$ cat src/rtl/rc4_key_search_ctrl.sv
// rc4_key_search_ctrl
// Brute-force key search sequencer for an RC4 decryption core. Launches the core
// with a candidate key, snoops the D-memory write port while the core fills it, and
// on core completion either declares the key found or advances to the next key.
//
// Ports:
//   clk, rst_n      clock (rising edge), asynchronous active-low reset
//   go_i            start a search from KEY_MIN (accepted only when not busy)
//   key_o           candidate key driven to the core
//   core_start_o    one-cycle launch pulse for the first attempt
//   core_restart_o  one-cycle relaunch pulse for later attempts
//   core_done_i     core finished the current key
//   d_wren_i/d_data_i  snooped D-memory write port
//   busy_o, found_o, exhausted_o  search status
//   attempts_o      keys checked so far (only with RC4_KEY_SEARCH_ATTEMPTS_EN)
//
// Optional feature macro: RC4_KEY_SEARCH_ATTEMPTS_EN adds the attempts_o counter.
module rc4_key_search_ctrl #(
   parameter logic [23:0] KEY_MIN = 24'h000000,
   parameter logic [23:0] KEY_MAX = 24'h3FFFFF,
   parameter int unsigned MSG_LEN = 32
) (
   input  logic        clk,
   input  logic        rst_n,
   input  logic        go_i,
   output logic [23:0] key_o,
   output logic        core_start_o,
   output logic        core_restart_o,
   input  logic        core_done_i,
   input  logic        d_wren_i,
   input  logic [7:0]  d_data_i,
   output logic        busy_o,
   output logic        found_o,
   output logic        exhausted_o
`ifdef RC4_KEY_SEARCH_ATTEMPTS_EN
   ,
   output logic [23:0] attempts_o
`endif
);

   localparam logic [2:0] StIdle    = 3'd0;
   localparam logic [2:0] StLaunch  = 3'd1;
   localparam logic [2:0] StRun     = 3'd2;
   localparam logic [2:0] StCheck   = 3'd3;
   localparam logic [2:0] StNext    = 3'd4;
   localparam logic [2:0] StFound   = 3'd5;
   localparam logic [2:0] StExhaust = 3'd6;

   localparam logic [8:0] MsgLenCnt = 9'(MSG_LEN);
   localparam logic [8:0] CntSat    = 9'd256;

   logic [2:0]  state_q, state_d;
   logic [23:0] key_q, key_d;
   logic [8:0]  cnt_q, cnt_d;
   logic        bad_q, bad_d;
   logic        first_q, first_d;
   logic        start_q, restart_q, busy_q, found_q, exhausted_q;
   logic        byte_ok;
   logic        go_accept;

   assign byte_ok   = ((d_data_i >= 8'h61) && (d_data_i <= 8'h7A)) || (d_data_i == 8'h20);
   assign go_accept = go_i && ((state_q == StIdle) || (state_q == StFound) ||
                               (state_q == StExhaust));

   always_comb begin
      state_d = state_q;
      key_d   = key_q;
      cnt_d   = cnt_q;
      bad_d   = bad_q;
      first_d = first_q;
      case (state_q)
         StIdle, StFound, StExhaust: begin
            if (go_accept) begin
               key_d   = KEY_MIN;
               cnt_d   = '0;
               bad_d   = 1'b0;
               first_d = 1'b1;
               state_d = StLaunch;
            end
         end
         StLaunch: begin
            first_d = 1'b0;
            state_d = StRun;
         end
         StRun: begin
            // A write coinciding with core_done_i still counts toward this key.
            if (d_wren_i) begin
               if (cnt_q != CntSat) cnt_d = cnt_q + 9'd1;
               if (!byte_ok) bad_d = 1'b1;
            end
            if (core_done_i) state_d = StCheck;
         end
         StCheck: begin
            state_d = (!bad_q && (cnt_q == MsgLenCnt)) ? StFound : StNext;
         end
         StNext: begin
            if (key_q == KEY_MAX) begin
               state_d = StExhaust;
            end else begin
               key_d   = key_q + 24'd1;
               cnt_d   = '0;
               bad_d   = 1'b0;
               state_d = StLaunch;
            end
         end
         default: state_d = StIdle;
      endcase
   end

   // Status and strobes are registered from the next state so they line up with it.
   always_ff @(posedge clk or negedge rst_n) begin
      if (!rst_n) begin
         state_q     <= StIdle;
         key_q       <= '0;
         cnt_q       <= '0;
         bad_q       <= 1'b0;
         first_q     <= 1'b0;
         start_q     <= 1'b0;
         restart_q   <= 1'b0;
         busy_q      <= 1'b0;
         found_q     <= 1'b0;
         exhausted_q <= 1'b0;
      end else begin
         state_q     <= state_d;
         key_q       <= key_d;
         cnt_q       <= cnt_d;
         bad_q       <= bad_d;
         first_q     <= first_d;
         start_q     <= (state_d == StLaunch) && first_d;
         restart_q   <= (state_d == StLaunch) && !first_d;
         busy_q      <= (state_d == StLaunch) || (state_d == StRun) ||
                        (state_d == StCheck) || (state_d == StNext);
         found_q     <= (state_d == StFound);
         exhausted_q <= (state_d == StExhaust);
      end
   end

   assign key_o          = key_q;
   assign core_start_o   = start_q;
   assign core_restart_o = restart_q;
   assign busy_o         = busy_q;
   assign found_o        = found_q;
   assign exhausted_o    = exhausted_q;

`ifdef RC4_KEY_SEARCH_ATTEMPTS_EN
   logic [23:0] attempts_q, attempts_d;

   always_comb begin
      attempts_d = attempts_q;
      if (go_accept) begin
         attempts_d = '0;
      end else if ((state_q == StCheck) && (attempts_q != 24'hFFFFFF)) begin
         attempts_d = attempts_q + 24'd1;
      end
   end

   always_ff @(posedge clk or negedge rst_n) begin
      if (!rst_n) attempts_q <= '0;
      else        attempts_q <= attempts_d;
   end

   assign attempts_o = attempts_q;
`endif

endmodule

$ cat config.mk
export PLATFORM = sky130hd
export DESIGN_NAME = rc4_key_search_ctrl
export DESIGN_NICKNAME = d
export VERILOG_FILES = /design/src/rtl/rc4_key_search_ctrl.sv
export SDC_FILE = /design/constraint.sdc
export NUM_CORES = 1
export LEC_CHECK = 0
export ABC_AREA = 1
export CAP_MARGIN = 5
export CORE_MARGIN = 8
export CORE_UTILIZATION = 56
export CTS_BUF_LIST = sky130_fd_sc_hd__clkbuf_8
export CTS_CLUSTER_DIAMETER = 100
export DETAILED_ROUTE_END_ITERATION = 6
export HOLD_SLACK_MARGIN = 0.12
export PLACE_DENSITY = 0.81
export SYNTH_ARGS = -nofsm -noshare
export SYNTH_HDL_FRONTEND = slang
export SYNTH_SLANG_ARGS = --single-unit
$ cat constraint.sdc
create_clock -name clk -period 2.18 [get_ports clk]
set_input_delay 0.545 -clock clk [delete_from_list [all_inputs] [get_ports clk]]
set_output_delay 0.545 -clock clk [all_outputs]
set_load 0.03 [all_outputs]
==> flow_summary.yaml <==
cts:
  clock-sinks: 43
  cts_setup_buffers: 0
  clkLatencyLatePin_ps: 300
  path_clk_slew_ps: 90
  ctsHtreeMaxLevel: 2
  cts-root-buf: "clkbuf_8"
  cts_tree: "yes"
  clockBufferDepth: 2
  cts_buffers: 5
  cts_hold_buf: 0
synth:
  syn-cell-area_sq_um: 2740
  synth_top_family_by_area: "simple AND/OR/NAND/NOR gates"
  synth_top_area_share_pct: 39.27
  yosys_register_bits: 43
  seq_area_frac_synth_pct: 39.27
  synth_top_cell_by_area: "dfrtp_1"
  synthCells: 398
  synth-compound-area-share_pct: 5.982
  synth.most_common_cell: "nand2_1"
  synthArstFlopShare_pct: 100.0
  synth_common_cells: "129 x nand2_1, 60 x nor2_1, 43 x dfrtp_1, 43 x inv_1, 34 x nand3_1"
  synth_edf_count: 0
  synth_cell_types: 30
  synthSimpleGateAreaFrac_pct: 39.86
  syn_avg_cell_area_sq_um: 6.885
  synth_area_leaders: "dfrtp_1 39%, nand2_1 18%, nor2_1 8.2%"
  synth_xor_area_share_pct: 6.073
  synth-adder-area-share_pct: 1.370
  syn_nets: 414
  yosys_warnings: 0
  muxShareOfSynthArea_pct: 0
  synth_ff_type: "dfrtp_1"
placed_design:
  place_inst: 507
  gp_congestion: 0.8917
  io_buffers: 41
  dp_hpwl_um: 4924
final_layout:
  syn2layout_area_growth_pct: 24.02
  final_cells: 515
  antenna-diode-count: 0
  drive_gt1_share_pct: 7.589
  fin_nets: 463
  largest_reg_flops: 24
detailed_routing:
  drc: 0
  vias: 2675
  first_iter_violations: 172
  drt_wl_total_um: 6617
  wire_per_inst_um: 12.85
  antenna_left: 0
  drtPass1Iterations: 4
  viasPerCell: 5.194
timing:
  max_freq_mhz: 489.5
  finalClockSkew_ps: 8.996
  rsz0062_at_grt: "no"
  slew_headroom_pct: 78.26
  setup_viol: 0
  period_share_pct: 93.71
  tightest_slew_ps: 325.1
  drv_slew: 0
  setup_tns_ps: 0
  fin_crit_ps: 2043
  hold_viol_final: 0
global_routing:
  antenna_found_initial: 0
  grt_max_degree: 44
  overflow: 0
  grt_use_total_pct: 19.03
  grt_pass1_vias: 2647
  grt_pass1_wl_um: 11530
run:
  cap_violations: 0
setup_path:
  cp-start-kind: "register"
  cp_data_required_time_ps: 1630
  crit_fanout: 7
  critPathArrivalTime_ps: 1500
  cp_slowest_cell: "clkdlybuf4s50_1"
  worstSetupPathType: "register to primary output"
  worst_setup_path_end_kind: "primary output"
  slowest_delay_ps: 680
  path_cells: "buf_4, clkdlybuf4s50_1"
floorplanning:
  coreArea_sq_um: 4723
  ios: 42
  floorplan.initialDensity_pct: 58.01
  die_height_um: 85.95
  rows: 25
  die_w_um: 85.95
  dieArea_sq_um: 7387
power_and_ir_drop:
  p_int_w: 0.001669
  pwr_density_cell_nw_per_um2: 812.5
  swShare_pct: 39.54
  p_leak_nw: 1.509
  p_clk_share_pct: 23.8
  power_switching_w: 0.001092
  power_frac_seq_pct: 35.4
  peakVddDrop_v: 0.0005998
  power_frac_comb_pct: 40.8
outcome:
  status: "completed"
min_path:
  min_path_type: "input port to async pin"
power by group through the flow:
| stage | Combinational (W) | Sequential [W] | Clock (W) |
|---|---|---|---|
| floorplan | 0.000665 | 0.00109 | 0 |
| global placement | 0.00112 | 0.000988 | 0 |
| detailed placement | 0.00113 | 0.000993 | 0 |
| CTS | 0.00114 | 0.000977 | 0.000673 |
| global route | 0.00128 | 0.000991 | 0.000698 |
| finish | 0.00113 | 0.000977 | 0.000657 |
cell type report:
type / count / area, sq um
repair buffers: 49 / 490.5
clock inverters: 2 / 35.03
flip-flops and latches: 43 / 1076
multi-input cells: 304 / 1465
well taps: 67 / 83.83
inverters: 44 / 165.2
clock buffers: 6 / 82.58
fillers: 401 / 1325
cells by family after synthesis:
logic type / after synthesis
and+or+nand+nor: 252
buffers and inverters: 51
DFF: 43
AOI/OAI and AO/OA: 30
xor gates and xnor gates: 19
adders and majority gates: 3
final timing paths:
check	slack (ps)	cells after the start	endpoint	startpoint
max reg2reg	260	8	cnt_q[7]$_DFFE_PN0P_	key_o[1]$_DFFE_PN0P_
min	210	2	key_o[12]$_DFFE_PN0P_	rst_n
max	140	2	key_o[0]	key_o[0]$_DFFE_PN0P_
min reg2reg	520	2	bad_q$_DFFE_PN0P_	bad_q$_DFFE_PN0P_
min in group clk	520	2	bad_q$_DFFE_PN0P_	bad_q$_DFFE_PN0P_
max in group asynchronous	1770	2	key_o[4]$_DFFE_PN0P_	rst_n
routing by layer:
layer	vias up	part of all wire (%)	GRT usage, %
met4	0	2.4	9.076
met5	-	0	0
met3	15	4.8	3.916
met2	74	51	34.22
li1	1351	-	-
met1	1235	42	20.69
what timing repair did:
item,4_1_cts,5_1_grt
resized for setup,0,1
setup endpoints to repair,0,1
hold endpoints to repair,0,0
layout by cell type, fill, tap and decap left out, drive strengths merged, types with 6 or more instances in the layout:
| cell type | Yosys | layout |
|---|---|---|
| buf | 4 | 9 |
| clkbuf | 3 | 6 |
| clkdlybuf4s50 | 0 | 40 |
| dfrtp | 43 | 43 |
| inv | 44 | 44 |
| nand2 | 131 | 131 |
| nand3 | 37 | 37 |
| nand4 | 10 | 10 |
| nor2 | 67 | 67 |
| o21ai | 23 | 23 |
| xor2 | 16 | 16 |
critical path: cells and delay by family, from the launching register on:
family,cells,cell delay [ps]
DFF,1,360
buffers and inverters,2,840
stage by stage:
step	util (%)	instance area (sq um)	power, W	setup slack, ps	hold slack, ps
2_1_floorplan	-	2740	0.001751	239.9	249.4
3_3_place_gp	69.35	3276	0.002104	158.6	479.6
3_5_place_dp	69.35	3276	0.002127	116.2	503.8
4_1_cts	71.84	3393	0.002787	118.1	211.5
5_1_grt	71.95	3398	0.002966	67.11	226.6
6_report	71.95	3398	0.002761	137.0	207.5
No activity file was read; power rests on OpenSTA's default activity.
